===== src/rtl/brg_xcel_master_arbiter.sv =====
// -----------------------------------------------------------------------------
// brg_xcel_master_arbiter
//
// Shares one endpoint master request/response port among num_req_p internal
// requesters (stream-read, stream-write, descriptor fetch, ...).
//
// Request side: round-robin arbitration starting at ptr_r. A request that is
// presented but not accepted locks the grant onto that requester until the
// endpoint takes it. Loads carry load_id = {requester index, requester opq}.
//
// Handshake semantics (all ports):
//   master side : a transfer happens in any cycle where master_v_o && master_rdy_i.
//                 Once master_v_o is raised the grant and payload are held until
//                 that transfer occurs.
//   requester   : req_yumi_o[i] pulses in the same cycle its request is taken
//                 (zero latency). A requester whose request was presented but
//                 not yet taken must keep req_v_i and its payload stable.
//   response    : resp_v_o[i] is a pure valid with no back-pressure; requesters
//                 must consume it in the cycle it is asserted.
//
// Ports:
//   clk_i, reset_i        clock, asynchronous active-high reset
//   req_*_i / req_yumi_o  flattened per-requester request bundles + accept
//   master_*_o / _rdy_i   granted request toward encoder/endpoint
//   master_ret_*_i        returned load data and load_id
//   resp_v_o / resp_*_o   per-requester response valid, shared data/opq
//   idle_o                no loads outstanding and no lock held
//   err_o                 sticky protocol error (dropped locked request,
//                         counter underflow, out-of-range return index)
// -----------------------------------------------------------------------------
module brg_xcel_master_arbiter #(
    parameter int num_req_p         = 2,
    parameter int data_width_p      = 32,
    parameter int addr_width_p      = 32,
    parameter int load_id_width_p   = 11,
    parameter int max_outstanding_p = 16,
    localparam int id_width_lp      = $clog2(num_req_p),
    localparam int opq_width_lp     = load_id_width_p - id_width_lp,
    localparam int mask_width_lp    = data_width_p / 8
) (
    input  logic                                 clk_i,
    input  logic                                 reset_i,

    input  logic [num_req_p-1:0]                 req_v_i,
    input  logic [num_req_p-1:0]                 req_type_i,
    input  logic [num_req_p*addr_width_p-1:0]    req_addr_i,
    input  logic [num_req_p*data_width_p-1:0]    req_data_i,
    input  logic [num_req_p*mask_width_lp-1:0]   req_mask_i,
    input  logic [num_req_p*opq_width_lp-1:0]    req_opq_i,
    output logic [num_req_p-1:0]                 req_yumi_o,

    output logic                                 master_v_o,
    output logic                                 master_type_o,
    output logic [addr_width_p-1:0]              master_addr_o,
    output logic [data_width_p-1:0]              master_data_o,
    output logic [mask_width_lp-1:0]             master_mask_o,
    output logic [load_id_width_p-1:0]           master_opq_o,
    input  logic                                 master_rdy_i,

    input  logic                                 master_ret_v_i,
    input  logic [data_width_p-1:0]              master_ret_data_i,
    input  logic [load_id_width_p-1:0]           master_ret_opq_i,

    output logic [num_req_p-1:0]                 resp_v_o,
    output logic [data_width_p-1:0]              resp_data_o,
    output logic [opq_width_lp-1:0]              resp_opq_o,

    output logic                                 idle_o,
    output logic                                 err_o
);

    localparam int cnt_width_lp = $clog2(max_outstanding_p + 1);
    localparam logic [cnt_width_lp-1:0] cnt_max_lp = cnt_width_lp'(max_outstanding_p);

    // ---------------------------------------------------------------------
    // State
    // ---------------------------------------------------------------------
    logic [id_width_lp-1:0]  ptr_r,      ptr_n;
    logic                    lock_r,     lock_n;
    logic [id_width_lp-1:0]  lock_idx_r, lock_idx_n;
    logic                    err_r,      err_n;
    logic [cnt_width_lp-1:0] cnt_r [num_req_p];
    logic [cnt_width_lp-1:0] cnt_n [num_req_p];

    // ---------------------------------------------------------------------
    // Arbitration
    // ---------------------------------------------------------------------
    logic [num_req_p-1:0]   elig;
    logic [id_width_lp-1:0] rr_idx;
    logic                   rr_found;
    logic [id_width_lp-1:0] grant;
    int                     grant_int;
    logic                   accept;

    always_comb begin
        elig = '0;
        for (int i = 0; i < num_req_p; i++) begin
            elig[i] = req_v_i[i] && (req_type_i[i] || (cnt_r[i] < cnt_max_lp));
        end
    end

    // Lowest eligible index at or above the pointer, else lowest overall.
    always_comb begin
        rr_idx   = '0;
        rr_found = 1'b0;
        for (int i = 0; i < num_req_p; i++) begin
            if (!rr_found && elig[i] && (i >= int'(ptr_r))) begin
                rr_idx   = id_width_lp'(i);
                rr_found = 1'b1;
            end
        end
        for (int i = 0; i < num_req_p; i++) begin
            if (!rr_found && elig[i]) begin
                rr_idx   = id_width_lp'(i);
                rr_found = 1'b1;
            end
        end
    end

    assign grant     = lock_r ? lock_idx_r : rr_idx;
    assign grant_int = int'(grant);

    // While locked only the locked requester's valid matters; its eligibility
    // was established when the lock was taken and counters can only fall.
    assign master_v_o = !reset_i && (lock_r ? req_v_i[lock_idx_r] : (|elig));
    assign accept     = master_v_o && master_rdy_i;

    always_comb begin
        req_yumi_o = '0;
        if (accept) begin
            req_yumi_o[grant] = 1'b1;
        end
    end

    assign master_type_o = req_type_i[grant];
    assign master_addr_o = req_addr_i[grant_int*addr_width_p +: addr_width_p];
    assign master_data_o = req_data_i[grant_int*data_width_p +: data_width_p];
    assign master_mask_o = req_mask_i[grant_int*mask_width_lp +: mask_width_lp];
    assign master_opq_o  = {grant, req_opq_i[grant_int*opq_width_lp +: opq_width_lp]};

    // ---------------------------------------------------------------------
    // Response routing
    // ---------------------------------------------------------------------
    logic [id_width_lp-1:0] ret_idx;
    logic                   ret_ok;

    assign ret_idx = master_ret_opq_i[load_id_width_p-1 -: id_width_lp];
    assign ret_ok  = int'(ret_idx) < num_req_p;

    always_comb begin
        resp_v_o = '0;
        if (!reset_i && master_ret_v_i && ret_ok) begin
            resp_v_o[ret_idx] = 1'b1;
        end
    end

    assign resp_data_o = master_ret_data_i;
    assign resp_opq_o  = master_ret_opq_i[opq_width_lp-1:0];

    // ---------------------------------------------------------------------
    // Next-state: pointer, lock, counters, error
    // ---------------------------------------------------------------------
    always_comb begin
        ptr_n      = ptr_r;
        lock_n     = lock_r;
        lock_idx_n = lock_idx_r;
        err_n      = err_r;

        if (accept) begin
            ptr_n  = (grant_int == num_req_p - 1) ? '0 : grant + 1'b1;
            lock_n = 1'b0;
        end else if (lock_r && !req_v_i[lock_idx_r]) begin
            // Locked requester withdrew its request: protocol violation.
            err_n  = 1'b1;
            lock_n = 1'b0;
        end else if (master_v_o && !master_rdy_i) begin
            lock_n     = 1'b1;
            lock_idx_n = grant;
        end

        if (master_ret_v_i && !ret_ok) begin
            err_n = 1'b1;
        end

        for (int i = 0; i < num_req_p; i++) begin
            logic inc;
            logic dec;
            inc      = accept && !req_type_i[grant] && (grant == id_width_lp'(i));
            dec      = master_ret_v_i && ret_ok && (ret_idx == id_width_lp'(i));
            cnt_n[i] = cnt_r[i];
            // A return with nothing outstanding is an error even when a new
            // load is accepted in the same cycle.
            if (dec && (cnt_r[i] == '0)) begin
                err_n = 1'b1;
            end
            if (inc && !dec) begin
                cnt_n[i] = cnt_r[i] + 1'b1;
            end else if (dec && !inc && (cnt_r[i] != '0)) begin
                cnt_n[i] = cnt_r[i] - 1'b1;
            end
        end
    end

    always_ff @(posedge clk_i or posedge reset_i) begin
        if (reset_i) begin
            ptr_r      <= '0;
            lock_r     <= 1'b0;
            lock_idx_r <= '0;
            err_r      <= 1'b0;
            for (int i = 0; i < num_req_p; i++) begin
                cnt_r[i] <= '0;
            end
        end else begin
            ptr_r      <= ptr_n;
            lock_r     <= lock_n;
            lock_idx_r <= lock_idx_n;
            err_r      <= err_n;
            for (int i = 0; i < num_req_p; i++) begin
                cnt_r[i] <= cnt_n[i];
            end
        end
    end

    // ---------------------------------------------------------------------
    // Status
    // ---------------------------------------------------------------------
    always_comb begin
        idle_o = !lock_r;
        for (int i = 0; i < num_req_p; i++) begin
            if (cnt_r[i] != '0) begin
                idle_o = 1'b0;
            end
        end
    end

    assign err_o = err_r;

endmodule


===== config.mk =====
export PLATFORM = sky130hd
export DESIGN_NAME = brg_xcel_master_arbiter
export DESIGN_NICKNAME = d
export VERILOG_FILES = /design/src/rtl/brg_xcel_master_arbiter.sv
export SDC_FILE = /design/constraint.sdc
export NUM_CORES = 1
export LEC_CHECK = 0
export CAP_MARGIN = 25
export CORE_AREA = 2 2 132 134
export CTS_CLUSTER_SIZE = 28
export DETAILED_ROUTE_END_ITERATION = 6
export DIE_AREA = 0 0 134 136
export PLACE_DENSITY = 0.48
export SYNTH_ARGS = -nofsm -noshare
export SYNTH_HDL_FRONTEND = slang
export SYNTH_SLANG_ARGS = --single-unit

===== constraint.sdc =====
create_clock -name clk_i -period 5.05 [get_ports clk_i]
set_input_delay 1.01 -clock clk_i [delete_from_list [all_inputs] [get_ports clk_i]]
set_output_delay 1.01 -clock clk_i [all_outputs]
set_load 0.01 [all_outputs]

; ---- Word-level counts from Yosys, hierarchy flattened
; Cells that the tools add are included.
[word_totals]
reg_bits = 14
in_bits = 207
[op_classes]
order_cmp = 8
mul = 1
n_mux = 32
n_bitwise = 4
eq_ne = 1
add_sub_neg = 5
n_reduce_logical = 51
n_shift = 4
[ops]
columns = operator, n
row1 = $shiftx 64x7->32, 2
row2 = $logic_and 1x1->1, 26
row3 = $mux 1, 24
row4 = $mux 5, 4
row5 = $shiftx 20x6->10, 1
row6 = $logic_not 1->1, 12
row7 = $add 5x1->5 const B, 2
row8 = $logic_not 5->1, 2
row9 = $lt 5x5->1 const B, 2
row10 = $reduce_bool 5->1, 2
row11 = $sub 5x1->5 const B, 2
row12 = $shiftx 8x4->4, 1
row13 = $lt 1x2->1 const B, 3
row14 = $reduce_bool 3->1, 2
row15 = $mul 1x3->4 const B, 1
row16 = $mux 2, 2
row17 = $not 1->1, 4
row18 = $reduce_bool 2->1, 2
row19 = $ne 3x1->1 const B, 1
row20 = $reduce_and 3->1, 1
row21 = $demux 1 s1, 2
row22 = $ge 1x1->1 const B, 2
row23 = $logic_or 1x1->1, 2
row24 = $reduce_and 2->1, 1
row25 = 3 further kinds, 3

; ---- Depth between registers and ports, before layout
; Gate-level depths: netlist of run 1.
[logic_depth]
ltp_word = 25
depth_mapped = 12

; ---- Worst setup path before layout of run 1
; No wires, ideal clock.
[synth_path]
kind = input-to-reg
start = input reset_i
end = register cnt_r[9] (netlist bit)
setup_ps = 79
arrival_time_ps = 3524
path_slack_ps = 1447
path_buffers = 1
stages = 11
path_cell_list = inv_1 > nand2_1 > or2_1 > buf_6 > or4_4 > fa_1 > a21o_1 > a21oi_1 > nand3_1 > o22ai_1 > xor2_1
[synth_between]
elab_chain_len = 9
[synth_rtl]
columns = item, line
row1 = "start, declared", 42  ; input logic reset_i,
row2 = $logic_not 1->1 (no line) (*), -
row3 = $logic_and 1x1->1 (*), 125  ; assign master_v_o = !reset_i && (lock_r ? req_v_i[lock_idx_r] : (|elig));
row4 = $logic_and 1x1->1 (*), 126  ; assign accept = master_v_o && master_rdy_i;
row5 = $logic_and 1x1->1 (*) (2 in series), 188  ; inc = accept && !req_type_i[grant] && (grant == id_width_lp'(i));
row6 = $logic_not 1->1, 198  ; end else if (dec && !inc && (cnt_r[i] != '0)) begin
row7 = $logic_and 1x1->1 (2 in series), 198
row8 = $reduce_bool 2->1 (no line), -
row9 = "end signal, assigned by index", 219  ; cnt_r[i] <= cnt_n[i];
row10 = "end, declared", 82  ; logic [cnt_width_lp-1:0] cnt_r [num_req_p];
; Mark *: on every way between the ends. The rest lies on a longest branch, timed or not.
; A chain may end at the register's enable or synchronous reset.

; ---- Final worst setup path of run 1
[layout_path]
start = input req_type_i[0]
end = output master_mask_o[1]
[layout_between]
elab_chain_len = 15
[layout_rtl]
columns = item, line
row1 = "start, declared", 45  ; input logic [num_req_p-1:0] req_type_i,
row2 = $logic_or 1x1->1 (*), 98  ; elig[i] = req_v_i[i] && (req_type_i[i] || (cnt_r[i] < cnt_max_lp));
row3 = $logic_and 1x1->1 (*), 98
row4 = $logic_and 1x1->1, 107  ; if (!rr_found && elig[i] && (i >= int'(ptr_r))) begin
row5 = $mux 1, 107
row6 = $logic_not 1->1, 107
row7 = $logic_and 1x1->1, 107
row8 = $mux 1, 107
row9 = $logic_not 1->1, 113  ; if (!rr_found && elig[i]) begin
row10 = $logic_and 1x1->1, 113
row11 = $mux 1, 113
row12 = $logic_not 1->1, 113
row13 = $logic_and 1x1->1, 113
row14 = $mux 1 (*), 113
row15 = $mux 1 (*), 120  ; assign grant = lock_r ? lock_idx_r : rr_idx;
row16 = $shiftx 8x4->4 (*), 138  ; assign master_mask_o = req_mask_i[grant_int*mask_width_lp +: mask_width_lp];
row17 = "end, declared", 56  ; output logic [mask_width_lp-1:0] master_mask_o,
; Marks and branches as above.

==> results of run 1 <==
==> flip-flops by register name, summed over array words and instances, names as in the netlist <==
name / count
err_o: 1
cnt_r: 10
lock_idx_r: 1
lock_r: 1
ptr_r: 1
==> kinds of logic after synthesis <==
kind of cell             after synthesis  synth area share (%)
flip-flops                            14                  15.7
AO/OA/AOI/OAI                         22                  7.46
AND/OR/NAND/NOR                       34                  8.13
multiplexers                          84                  42.7
adder cells (fa/ha/maj)                8                  5.16
buffers and inverters                 58                  17.3
XOR/XNOR                               9                  3.53
==> worst register-to-register path: cells and delay by family, from the launching register on <==
| kind | cells | cell delay (ns) |
|---|---|---|
| AND/OR/NAND/NOR | 6 | 1.61 |
| flip-flops | 1 | 0.49 |
| adder cells (fa/ha/maj) | 1 | 0.45 |
| AO/OA/AOI/OAI | 2 | 0.24 |
| buffers and inverters | 1 | 0.23 |
| XOR/XNOR | 1 | 0.16 |
==> final cells by class <==
type                    instances  area share (%)
inverters                       5           0.386
repair buffers                264            54.0
clock buffers                   3            1.54
well taps                     225            5.79
multi-input cells             157            31.1
flip-flops and latches         14            7.21
==> how the worst max path moves through the flow <==
stage / startpoint / end / slack [ns] / cells after the start
finish: req_type_i[0] / master_mask_o[1] / 0.52 / 8
global route: req_type_i[0] / master_opq_o[2] / 0.36 / 8
CTS: req_type_i[0] / master_opq_o[3] / 0.47 / 8
detailed placement: req_type_i[0] / master_opq_o[3] / 0.48 / 8
global placement: req_type_i[0] / master_opq_o[3] / 0.50 / 8
floorplan: reset_i / cnt_r[9] / 1.45 / 11
==> stage by stage <==
stage / setup slack (ns) / power [W] / utilization (%) / std cells / cell area (um^2)
2_1_floorplan: 1.45 / 0.000867 / - / 229 / 2230
3_3_place_gp: 0.501 / 0.00146 / 28.4 / 665 / 4790
3_5_place_dp: 0.479 / 0.00147 / 28.4 / 665 / 4790
4_1_cts: 0.468 / 0.00163 / 28.8 / 668 / 4860
5_1_grt: 0.357 / 0.00172 / 28.8 / 668 / 4860
6_report: 0.519 / 0.00160 / 28.8 / 668 / 4860
==> power by group through the flow <==
stage	clock network (W)	logic [W]	registers, W
after global placement	0	0.00124	0.000220
final	0.000147	0.00124	0.000219
after floorplan	0	0.000664	0.000203
after CTS	0.000150	0.00126	0.000221
after global routing	0.000155	0.00133	0.000229
after detailed placement	0	0.00125	0.000222
==> cell usage in the layout, fill, tap and decap left out, drive strengths merged <==
master / netlist / final
clkdlybuf4s50: 0 / 251
mux2: 83 / 83
dfrtp: 14 / 14
buf: 44 / 13
nor2: 8 / 8
nand2: 6 / 6
ha: 6 / 6
a21oi: 6 / 6
inv: 5 / 5
xor2: 5 / 5
nor3: 4 / 4
a21o: 4 / 4
xnor2: 4 / 4
nand3: 3 / 3
clkbuf: 9 / 3
and2b: 2 / 2
nand2b: 2 / 2
o22ai: 2 / 2
a22oi: 2 / 2
o2bb2ai: 2 / 2
fa: 2 / 2
or4: 2 / 2
a222oi: 1 / 1
or2: 1 / 1
nand3b: 1 / 1
a32oi: 1 / 1
nor2b: 1 / 1
o21ai: 1 / 1
a221o: 1 / 1
o41ai: 1 / 1
or3: 1 / 1
nor4b: 1 / 1
o21a: 1 / 1
and2: 1 / 1
nor4: 1 / 1
mux2i: 1 / 1
==> layer usage <==
layer | wire length [um] | global-route usage [%] | vias up | part of all wire (%)
met4 | 23 | 0.946 | 0 | 0.21
met1 | 3900 | 11.5 | 1209 | 36
met3 | 1030 | 4.29 | 4 | 9.5
li1 | - | - | 1211 | -
met5 | 0 | 0 | - | 0
met2 | 5810 | 20.5 | 155 | 54
==> results.md, run 1 <==
- Max-Slew Margin vs Limit: 57.2%
- Post-synthesis average cell area: 9.74 um^2
- Comb pwr share: 77.2%
- CTS H-tree lvls: 1
- Cell count after synthesis: 229
- Ys Warns: 0
- Count leader, synth: mux2_2
- Net Sw Power: 0.000575 W
- Worst R2R End: cnt_r[4]
- Skew-Pair Late Insertion Delay: 0.24 ns
- Status: completed
- PD cells: 330 nW/um^2
- Clock sinks: 14
- # resized after CTS: 0
- # rows: 48
- Quantity of hold-fixing buffers added after cts: 0
- Critical Path Most Common Cell: clkdlybuf4s50_1
- Die H: 136 um
- Cell Area, Synth: 2230 um^2
- Count of pins over their slew limit: 0
- Hold Crit Start: ptr_r
- DR iter-0 viols: 50
- Worst-Margin Slew: 0.633 ns
- Vias in the first global route: 2,788
- Initial Util: 13.2%
- Multi-input gate area: 1510 um^2
- Total wire length: 10,800 um
- Top FF cell, synth: dfrtp_1
- Die width: 134 um
- GR Overflow Total: 0
- Pin count of the biggest net entering global routing: 30
- Final ANT Viol Nets: 0
- Final Hold Fails: 0
- Async SR Flop Fraction: 100%
- Hold Path Depth: 1
- Global-route wire length before repair: 15,300 um
- Final #Nets: 660
- Fill count: 1,750
- Clock transition at path regs: 0.05 ns
- TritonCTS clock tree: done
- Max incr delay on CP: 0.51 ns
- Register area: 350 um^2
- Postcts setup bufs: 0
- Part of the power in the clock network: 9.2%
- Core outline area: 16,900 um^2
- Critical path class: in2out
- Area growth from synthesis to layout: 118%
- Reg2Reg Depth: 11
- Routability congestion estimate from global placement: 0.810
- R2R setup slack: 1.76 ns
- Crit share post-route: 89.7%
- Setup TNS: 0 ns
- Crit path DAT: 3.52 ns
- Clock Skews: 0.00292 ns
- Most frequent cells after synthesis: 81 x mux2_2, 43 x buf_4, 14 x dfrtp_1
- Clock root buffer: clkbuf_16
- RSZ-0062 raised after global routing: no
- Drt first pass iters: 4
- Worst setup SP type: input port
- Distinct cells, synth: 39
- Reg power frac: 13.6%
- Synth area leaders: mux2_2 41%, dfrtp_1 16%, buf_4 14%, ha_1 3.4%, xor2_1 2.0%
- CTS Buf Count: 3
- Post-synthesis sequential area ratio: 15.7%
- CP max stage cell: clkdlybuf4s50_1
- Post-synth top area share: 40.9%
- Buf/Inv on CP: 4
- Area leader, netlist: mux2_2
- Worst VDD drop: 0.127 mV
- Critical-path cell list: clkdlybuf4s50_1, nand2b_1, nand3b_1, a32oi_4, buf_12, buf_4, mux2_2, clkdlybuf4s50_1
- Seq cells post-synth: 14
- HP Class: reg2reg
- Antenna violations before repair: 0
- Crit Path Max Fanout: 29
- Hold worst-path end: ptr_r
- Critical Path RT: 4.04 ns
- Layout cells sized above 1: 23.3%
- Maximum capacitance violations: 0
- Drt drc: 0
- Ant diodes: 0
- Switching share of total power: 35.9%
- Largest delay share family, worst path: buffers and inverters
- Die ar.: 18,200 um^2
- Via density: 3.86
- Static Leak: 1.82 nW
- Final setup violation count: 0
- Internal power: 0.00103 W
- R2r startpoint: lock_r
- I/O pin cnt: 336
- Post-layout minimum cycle time: 4.53 ns
- Routed len/inst: 16.1 um
- GRT Util Overall: 10.7%
- Nature of the critical path endpoint: output port
- DR vias: 2,579
- Syn Nets: 444
- EDFF count, synth: 0
- Port-buffer cells: 251
- Clk buf depth: 2
- Worst hold slack: 0.464 ns
- Fmax: 221 MHz
- Detailed placer's ending HPWL: 9570 um
No activity file was read; power rests on OpenSTA's default activity.
==> run 2: changes to the inputs <==
SETUP_SLACK_MARGIN = 0.2   (was not set)
clock period = 5.8 ns   (was 5.05 ns; I/O delays follow)
==> run 2 against run 1 <==
Against the previous run:
- cell area down 1.7%
- die area unchanged
- non-clock buffer count down 11
- sequential share of layout area up 0.12 points
- worst hold slack better by 0.020 ns
- combinational power down 17%
- largest power group unchanged
==> results.md, run 2 (synthesis gave the netlist of run 1 again) <==
- Switching share of total power: 36.2% (+0.35 points)
- Die H: 136 um (unchanged)
- Clock transition at path regs: 0.05 ns (about the same)
- Max reg flops: 10 (unchanged)
- Clock Skews: 0.00563 ns (+0.00271 ns)
- Worst-Margin Slew: 0.598 ns (-0.0352 ns)
- Non-Filler Instances: 657 (-1.6%)
- Worst VDD drop: 0.132 mV (+3.8%)
- Postcts setup bufs: 0 (unchanged)
- Final setup violation count: 0 (unchanged)
- Reg with most FFs: cnt_r
- Critical Path RT: 4.64 ns (+0.60 ns)
- Internal power: 0.000859 W (-17%)
- Final Hold Fails: 0 (unchanged)
- Clk buf depth: 2 (unchanged)
- Placed insts: 654 (-1.7%)
- DR vias: 2,486 (-3.6%)
- Clock sinks: 14 (unchanged)
- # rows: 48 (unchanged)
- Status: completed
- Crit Path Max Fanout: 83 (+190%)
- Worst hold slack: 0.483 ns (+0.0195 ns)
- Routability congestion estimate from global placement: 0.763 (-5.8%)
- Drt first pass iters: 4 (unchanged)
- Drt drc: 0 (unchanged)
- Critical path class: in2out
- CTS H-tree lvls: 1 (unchanged)
- Fmax: 208 MHz
- GR Overflow Total: 0 (unchanged)
- Skew-Pair Late Insertion Delay: 0.24 ns (about the same)
- HP Class: reg2reg
- Vias in the first global route: 2,748 (-1.4%)
- Die width: 134 um (unchanged)
- Die ar.: 18,200 um^2 (unchanged)
- Largest delay share family, worst path: buffers and inverters
- Met2 wire length: 5770 um (-0.72%)
- Pin count of the biggest net entering global routing: 84 (+180%)
- Worst setup SP type: input port
- Max incr delay on CP: 0.52 ns (about the same)
- Global-route wire length before repair: 15,500 um (+1.1%)
- PD cells: 282 nW/um^2 (-15%)
- Final ANT Viol Nets: 0 (unchanged)
- # resized after CTS: 0 (unchanged)
- CP max stage cell: clkdlybuf4s50_1
- Layout Utilization: 28.3% (-0.49 points)
- Uppermost layer routed: met4
- Core outline area: 16,900 um^2 (unchanged)
- Critical Path Most Common Cell: clkdlybuf4s50_1
- Clock root buffer: clkbuf_16
- CTS Buf Count: 3 (unchanged)
- Area growth from synthesis to layout: 114%
- Buf/Inv on CP: 3 (-1)
- Via density: 3.78 (-2.0%)
- DR iter-0 viols: 46 (-8.0%)
- Comb pwr share: 76.2% (-1.0 points)
- Final #Nets: 649 (-1.7%)
- WL met3: 1120 um (+8.8%)
- Total wire length: 10,700 um (-0.75%)
- Port-buffer cells: 251 (unchanged)
- Maximum capacitance violations: 0 (unchanged)
- Antenna violations before repair: 0 (unchanged)
- Static Leak: 1.77 nW (-2.8%)
- Setup TNS: 0 ns (unchanged)
- TritonCTS clock tree: done
- I/O pin cnt: 336 (unchanged)
- Detailed placer's ending HPWL: 9290 um (-2.9%)
- Quantity of hold-fixing buffers added after cts: 0 (unchanged)
- Crit share post-route: 83.1%
- Nature of the critical path endpoint: output port
- Metal-1 WL: 3780 um (-3.1%)
- Critical-path cell list: clkdlybuf4s50_1, nand2b_1, nand3b_1, a32oi_4, buf_12, mux2_2, clkdlybuf4s50_1
- Layout cells sized above 1: 21.3% (-2.0 points)
- Ant diodes: 0 (unchanged)
- Fill count: 1,762 (+0.69%)
- RSZ-0062 raised after global routing: no
- Post-layout minimum cycle time: 4.82 ns
- GRT Util Overall: 10.9% (+0.16 points)
- Commonest cells after routing, fill and taps aside: 251 x clkdlybuf4s50_1, 81 x mux2_2, 14 x dfrtp_1
- Initial Util: 13.2% (unchanged)
- Max-Slew Margin vs Limit: 59.6% (+2.4 points)
- Most common cell after layout, fill and taps aside: clkdlybuf4s50_1
- Design area: 4780 um^2 (-1.7%)
- Routed len/inst: 16.3 um (+0.91%)
- Net Sw Power: 0.000488 W (-15%)
- Crit path DAT: 3.66 ns (+0.14 ns)
- Count of pins over their slew limit: 0 (unchanged)
- Part of the power in the clock network: 9.6% (+0.4 points)
- Reg power frac: 14.2% (+0.6 points)
- Placed cell areas: 4700 um^2 (-1.7%)
==> run 2: changes by cell type in the layout (fill, tap and decap cells not counted) <==
cell / delta
buf_4: -11
==> run 2: final cells by class <==
| class | count | area, um^2 | share of cell area (%) |
|---|---|---|---|
| timing repair buffer | 253 | 2540 | 53.2 |
| tap | 225 | 282 | 5.89 |
| sequential | 14 | 350 | 7.33 |
| multi-input combinational | 157 | 1510 | 31.7 |
| inverter | 5 | 18.8 | 0.393 |
| clock buffer | 3 | 75.1 | 1.57 |
==> run 2: final timing paths <==
path | startpoint | to | slack, ns | cells past startpoint
max in group asynchronous | reset_i | cnt_r[9] | 4.23 | 3
setup reg to reg | lock_r | cnt_r[9] | 2.32 | 11
min in group asynchronous | reset_i | lock_idx_r | 1.38 | 3
setup / recovery | req_type_i[0] | master_data_o[19] | 0.98 | 7
hold reg to reg | ptr_r | ptr_r | 0.48 | 1
hold / removal | ptr_r | ptr_r | 0.48 | 1
==> run 2: power by group through the flow <==
| stage | logic, W | registers, W | clock network, W |
|---|---|---|---|
| after global placement | 0.00103 | 0.000192 | 0 |
| after floorplan | 0.000578 | 0.000177 | 0 |
| after global routing | 0.00111 | 0.000200 | 0.000136 |
| after CTS | 0.00105 | 0.000193 | 0.000133 |
| final | 0.00103 | 0.000192 | 0.000129 |
| after detailed placement | 0.00104 | 0.000194 | 0 |
==> run 2: metrics by stage <==
step	setup slack, ns	power, W
2_1_floorplan	2.05	0.000754
3_3_place_gp	1.01	0.00122
3_5_place_dp	0.970	0.00123
4_1_cts	0.961	0.00138
5_1_grt	0.838	0.00145
6_report	0.982	0.00135
==> run 2: routing by layer <==
metal | GRT usage (%) | up-vias
li1 | - | 1181
met4 | 0.946 | 0
met2 | 20.7 | 153
met3 | 4.88 | 4
met1 | 11.5 | 1148
met5 | 0 | -
